--- src/rtl/mp_add_sequencer.sv ---
// Multi-precision add/subtract sequencer: WORDS x 32-bit operands, one word per cycle through a shared carry-skip adder.
// Optional signed-overflow output enabled by defining MPADD_OVF_EN.

module carry_skip_adder #(
    parameter int W   = 32,
    parameter int BLK = 4
) (
    input  logic [W-1:0] a_i,
    input  logic [W-1:0] b_i,
    input  logic         cin_i,
    output logic [W-1:0] sum_o,
    output logic         cout_o
);

    logic [W-1:0] sum_c;
    logic         carry_c;
    logic         ripple_c;
    logic         prop_c;

    // NOTE: blocking assignments are intended here; the carry variables are
    // evaluated in order within one pass, and every variable is defaulted
    // first so no latch is inferred.
    always_comb begin
        sum_c    = '0;
        carry_c  = cin_i;
        ripple_c = 1'b0;
        prop_c   = 1'b0;
        for (int blk = 0; blk < W / BLK; blk++) begin
            ripple_c = carry_c;
            prop_c   = 1'b1;
            for (int k = 0; k < BLK; k++) begin
                sum_c[blk*BLK+k] = a_i[blk*BLK+k] ^ b_i[blk*BLK+k] ^ ripple_c;
                ripple_c = (a_i[blk*BLK+k] & b_i[blk*BLK+k]) |
                           (ripple_c & (a_i[blk*BLK+k] ^ b_i[blk*BLK+k]));
                prop_c   = prop_c & (a_i[blk*BLK+k] ^ b_i[blk*BLK+k]);
            end
            // A fully propagating block forwards its incoming carry unchanged.
            carry_c = prop_c ? carry_c : ripple_c;
        end
    end

    assign sum_o  = sum_c;
    assign cout_o = carry_c;

endmodule

module mp_add_sequencer #(
    parameter int WORDS = 4,
    parameter int W     = 32
) (
    input  logic               clk,
    input  logic               rst,
    input  logic               in_valid,
    output logic               in_ready,
    input  logic               op_sub,
    input  logic [WORDS*W-1:0] a,
    input  logic [WORDS*W-1:0] b,
    output logic               out_valid,
    input  logic               out_ready,
    output logic [WORDS*W-1:0] sum,
    output logic               cout
`ifdef MPADD_OVF_EN
   ,output logic               ovf
`endif
);

    localparam int IDX_W = (WORDS > 1) ? $clog2(WORDS) : 1;
    localparam logic [IDX_W-1:0] LAST_IDX = IDX_W'(WORDS - 1);

    if (W != 32) begin : g_bad_width
        $error("mp_add_sequencer: W must be 32");
    end
    if (WORDS < 2 || WORDS > 16) begin : g_bad_words
        $error("mp_add_sequencer: WORDS must be in 2..16");
    end

    typedef enum logic [1:0] {
        S_IDLE,
        S_RUN,
        S_DONE
    } state_e;

    state_e             state_q;
    logic               in_ready_q;
    logic               out_valid_q;
    logic [WORDS*W-1:0] a_q;
    logic [WORDS*W-1:0] b_q;
    logic               sub_q;
    logic [IDX_W-1:0]   idx_q;
    logic               carry_q;
    logic [WORDS*W-1:0] sum_q;
    logic               cout_q;
`ifdef MPADD_OVF_EN
    logic               ovf_q;
`endif

    logic [W-1:0] a_word_d;
    logic [W-1:0] b_word_d;
    logic [W-1:0] word_sum_d;
    logic         word_cout_d;

    // Subtraction is a + ~b + 1; the +1 enters as the initial carry.
    assign a_word_d = a_q[idx_q*W +: W];
    assign b_word_d = b_q[idx_q*W +: W] ^ {W{sub_q}};

    carry_skip_adder #(
        .W   (W),
        .BLK (4)
    ) u_adder (
        .a_i    (a_word_d),
        .b_i    (b_word_d),
        .cin_i  (carry_q),
        .sum_o  (word_sum_d),
        .cout_o (word_cout_d)
    );

    always_ff @(posedge clk or posedge rst) begin
        if (rst) begin
            state_q     <= S_IDLE;
            in_ready_q  <= 1'b1;
            out_valid_q <= 1'b0;
            // NOTE: the wide operand and result registers are reset too, so an
            // aborted operation leaves no stale data visible on sum.
            a_q         <= '0;
            b_q         <= '0;
            sub_q       <= 1'b0;
            idx_q       <= '0;
            carry_q     <= 1'b0;
            sum_q       <= '0;
            cout_q      <= 1'b0;
`ifdef MPADD_OVF_EN
            ovf_q       <= 1'b0;
`endif
        end else begin
            case (state_q)
                S_IDLE: begin
                    if (in_valid && in_ready_q) begin
                        a_q        <= a;
                        b_q        <= b;
                        sub_q      <= op_sub;
                        idx_q      <= '0;
                        carry_q    <= op_sub;
                        in_ready_q <= 1'b0;
                        state_q    <= S_RUN;
                    end
                end
                S_RUN: begin
                    sum_q[idx_q*W +: W] <= word_sum_d;
                    carry_q             <= word_cout_d;
                    idx_q               <= idx_q + 1'b1;
                    if (idx_q == LAST_IDX) begin
                        cout_q      <= word_cout_d;
`ifdef MPADD_OVF_EN
                        ovf_q       <= (a_word_d[W-1] == b_word_d[W-1]) &&
                                       (word_sum_d[W-1] != a_word_d[W-1]);
`endif
                        out_valid_q <= 1'b1;
                        state_q     <= S_DONE;
                    end
                end
                S_DONE: begin
                    if (out_ready) begin
                        out_valid_q <= 1'b0;
                        in_ready_q  <= 1'b1;
                        state_q     <= S_IDLE;
                    end
                end
                default: begin
                    out_valid_q <= 1'b0;
                    in_ready_q  <= 1'b1;
                    state_q     <= S_IDLE;
                end
            endcase
        end
    end

    assign in_ready  = in_ready_q;
    assign out_valid = out_valid_q;
    assign sum       = sum_q;
    assign cout      = cout_q;
`ifdef MPADD_OVF_EN
    assign ovf       = ovf_q;
`endif

endmodule

--- config.mk ---
export PLATFORM = sky130hd
export DESIGN_NAME = mp_add_sequencer
export DESIGN_NICKNAME = d
export VERILOG_FILES = /design/src/rtl/mp_add_sequencer.sv
export SDC_FILE = /design/constraint.sdc
export NUM_CORES = 1
export LEC_CHECK = 0
export ABC_AREA = 1
export BUFFER_PORTS_ARGS = -buffer_cell sky130_fd_sc_hd__buf_2
export CORE_MARGIN = 2
export CORE_UTILIZATION = 29
export CTS_CLUSTER_DIAMETER = 80
export DETAILED_ROUTE_END_ITERATION = 10
export GPL_TIMING_DRIVEN = 0
export PLACE_DENSITY = 0.44
export SLEW_MARGIN = 0
export SYNTH_ARGS = -nofsm -noshare
export SYNTH_HDL_FRONTEND = slang
export SYNTH_SLANG_ARGS = --single-unit
--- constraint.sdc ---
create_clock -name clk -period 18 [get_ports clk]
set_clock_uncertainty 0.2 [all_clocks]
set_input_delay 0.9 -clock clk [delete_from_list [all_inputs] [get_ports clk]]
set_output_delay 0.9 -clock clk [all_outputs]
set_load 0.05 [all_outputs]
==> flow_summary_export.csv <==
group,metric,value,unit
sta,fin_tns_setup,0,ps
worst_setup_path,cp_num_buf_inv,8,
synth,yosysWarnings,0,
clock_tree,h-tree-depth,2,
routing,drt-pass1-iter-count,5,
cells_and_area,diodes,0,
sta,max_slew_margin,0.431,
sta,fmax,58.6,MHz
routing,drtIter0Drc,1013,
synth,synth.distinct_cells,33,
global_routing,grt_antenna_before_repair,2,
routing,wl_met1,33800,um
worst_setup_path,crit_family,"adder cells",
cells_and_area,areaGrowthSynthToFinish,26.0,%
clock_tree,ctsResizeCount,0,
worst_setup_path,cp.arrival,17360,ps
worst_setup_path,critPathKind,"reg2reg",
global_routing,grt_max_degree,122,
routing,drt-total-wl,75100,um
worst_setup_path,setup.worst_path.end_class,"flop",
worst_setup_path,crit_required,18310,ps
synth,seq_area_frac_synth,0.526,
routing,drt_drc_violations_left,0,
cells_and_area,n_fill_cell,6792,
routing,drt-vias-per-instance,4.81,
min_path,hp-class,"in2async",
floorplan,io_pins,392,
routing,ant_nets,0,
floorplan,core-area,64100,sq um
worst_setup_path,critPathMostFrequentCell,"fa_1",
cells_and_area,num-nets-final,2978,
synth,avgSynthCellArea,8.49,sq um
sta,finalSetupViolCount,0,
clock_tree,clockBufferDepth,3,
floorplan,die_area,66500,sq um
clock_tree,clock_latency,590,ps
synth,synth-seq-cells,393,
clock_tree,cts_root_buf,"clkbuf_16",
synth,yosysTopAreaCellShare,0.525,
worst_setup_path,worst-path-stages,59,
clock_tree,clkTransAtPathRegs,60,ps
sta,fin_crit_sh,0.947,
worst_setup_path,crit_path_top_delay_cell,"clkbuf_1",
worst_setup_path,critPathLaunchType,"flop",
floorplan,rows,93,
routing,route.met2.wl,36000,um
routing,dr.max_layer_used,"met5",
run_status,status,"finished, final reports clean",
sta,tightest_slew,854,ps
placed_design,place.gp.congestion,0.855,
floorplan,die_w,258,um
sta,slew_viol_final,0,
synth,synth_top_cells_by_area,"dfrtp_1 52%, nand2_1 18%, o21ai_0 7.5%",
cells_and_area,drive_gt1_frac,0.218,
synth,syn-num-nets,2533,
global_routing,gr-total-overflow,0,
clock_tree,cts_setup_buffers,0,
clock_tree,cts_tree,"done",
floorplan,die_y,258,um
clock_tree,cts_buffers,49,
worst_setup_path,reg2regPathDepth,59,
job,drv_cap,0,
placed_design,dp_hpwl,58400,um
global_routing,grt_pass1_wl,112000,um
worst_setup_path,critPathMaxStageDelay,620,ps
routing,routed-via-count,17030,
synth,syn_area,18700,sq um
worst_setup_path,path_max_fanout,10,
synth,synth.largest_area_cell,"dfrtp_1",
floorplan,start_util,0.292,
sta,period_minus_slack,17050,ps
sta,rsz0062_at_grt,"no",
cells_and_area,register_area,9840,sq um
routing,wl_per_cell,21.2,um
clock_tree,hold_buffers,0,
clock_tree,cts.sinks,393,
routing,wl_met3,3520,um
placed_design,io_buffer_count,391,
synth,synth_cells,2202,
sta,hold_violations,0,
cells_and_area,multi_input_area,7910,sq um
global_routing,track_usage,0.225,
global_routing,grt_pass1_vias,17545,
[stage by stage]
stage | area, sq um | hold WS (ps) | worst slack [ps] | instances | util
finish | 23600 | 185 | 946 | 3543 | 0.367
global route | 23600 | 193 | 200 | 3543 | 0.367
CTS | 23600 | 173 | 926 | 3543 | 0.367
detailed placement | 21800 | 261 | 942 | 3451 | 0.340
global placement | 21700 | 259 | 1010 | 3448 | 0.339
floorplan | 18700 | 244 | 2630 | 2202 | -
[Yosys cell counts]
master	count
buf_6	8
nor3_1	1
fa_1	32
nor3_2	1
buf_2	72
buf_4	14
or2_2	3
o21ai_0	282
ha_1	38
o21bai_1	1
nor2_1	115
dfrtp_1	392
nand3_2	6
nand2_1	888
or2_1	1
o21ba_2	1
o22ai_1	52
o21ai_1	20
xor2_1	32
inv_1	40
a32oi_1	6
inv_2	2
buf_1	4
clkbuf_1	58
inv_4	1
and2_1	4
nand4_1	37
dfstp_2	1
nor2_2	1
nand3_1	70
a32o_1	6
a21oi_1	12
nand2_2	1
[registers in the layout (all words and copies together) (netlist names)]
name,cells
b_q,128
cout,1
idx_q,2
out_valid,1
sub_q,1
state_q,2
in_ready,1
carry_q,1
a_q,128
sum,128
[routing by layer]
metal | vias up | GRT usage
met5 | - | 0
met4 | 2 | 0.0628
li1 | 8039 | -
met3 | 98 | 0.0289
met2 | 518 | 0.380
met1 | 8373 | 0.303
[worst reg2reg max path: cells and delay by family, from the launching register on]
| kind | cells | cell delay [ps] |
|---|---|---|
| fa+ha+maj | 32 | 11530 |
| simple gates | 13 | 2330 |
| buf+inv | 8 | 1390 |
| compound gates | 5 | 930 |
| flops | 1 | 410 |
| xor+xnor | 1 | 190 |
[path summary, 6_finish.rpt]
kind | from | endpoint | slack [ps]
hold / removal | rst | a_q[94] | 190
setup / recovery | idx_q[1] | sum[127] | 950
max in group asynchronous | rst | b_q[19] | 16380
setup reg to reg | idx_q[1] | sum[127] | 950
hold reg to reg | b_q[33] | b_q[33] | 270
min in group clk | b_q[33] | b_q[33] | 270
[cells in the final DEF (no fill, tap or decap), types with 2 or more instances in the layout]
cell type	n
a21oi_1	12
a32o_1	6
a32oi_1	6
and2_1	4
buf_1	4
buf_16	3
buf_2	463
buf_4	14
buf_6	8
bufinv_16	5
clkbuf_1	69
clkbuf_16	51
clkbuf_8	15
clkinv_2	5
clkinvlp_4	2
dfrtp_1	392
fa_1	32
ha_1	38
inv_1	39
inv_2	2
inv_6	3
nand2_1	888
nand3_1	70
nand3_2	6
nand4_1	37
nor2_1	115
o21ai_0	282
o21ai_1	20
o22ai_1	52
or2_2	3
xor2_1	32
[cells by family after synthesis]
kind of cell | Yosys count | share of synthesized area
and+or+nand+nor | 1128 | 0.240
DFF | 393 | 0.526
AOI/OAI and AO/OA | 380 | 0.108
buffers and inverters | 199 | 0.0509
adders and majority gates | 70 | 0.0597
xor gates and xnor gates | 32 | 0.0150
[final cells by class]
cell class,instances,area share
sequential,393,0.418
multi-input combinational,1610,0.336
clock inverter,15,0.00919
clock buffer,77,0.0647
timing repair buffer,394,0.0866
tap,855,0.0454
inverter,43,0.00728
buffer,156,0.0335
Power is left out: the tool's default activity adds up to more than one toggle a clock period on the data nets, which glitch-free logic cannot reach.
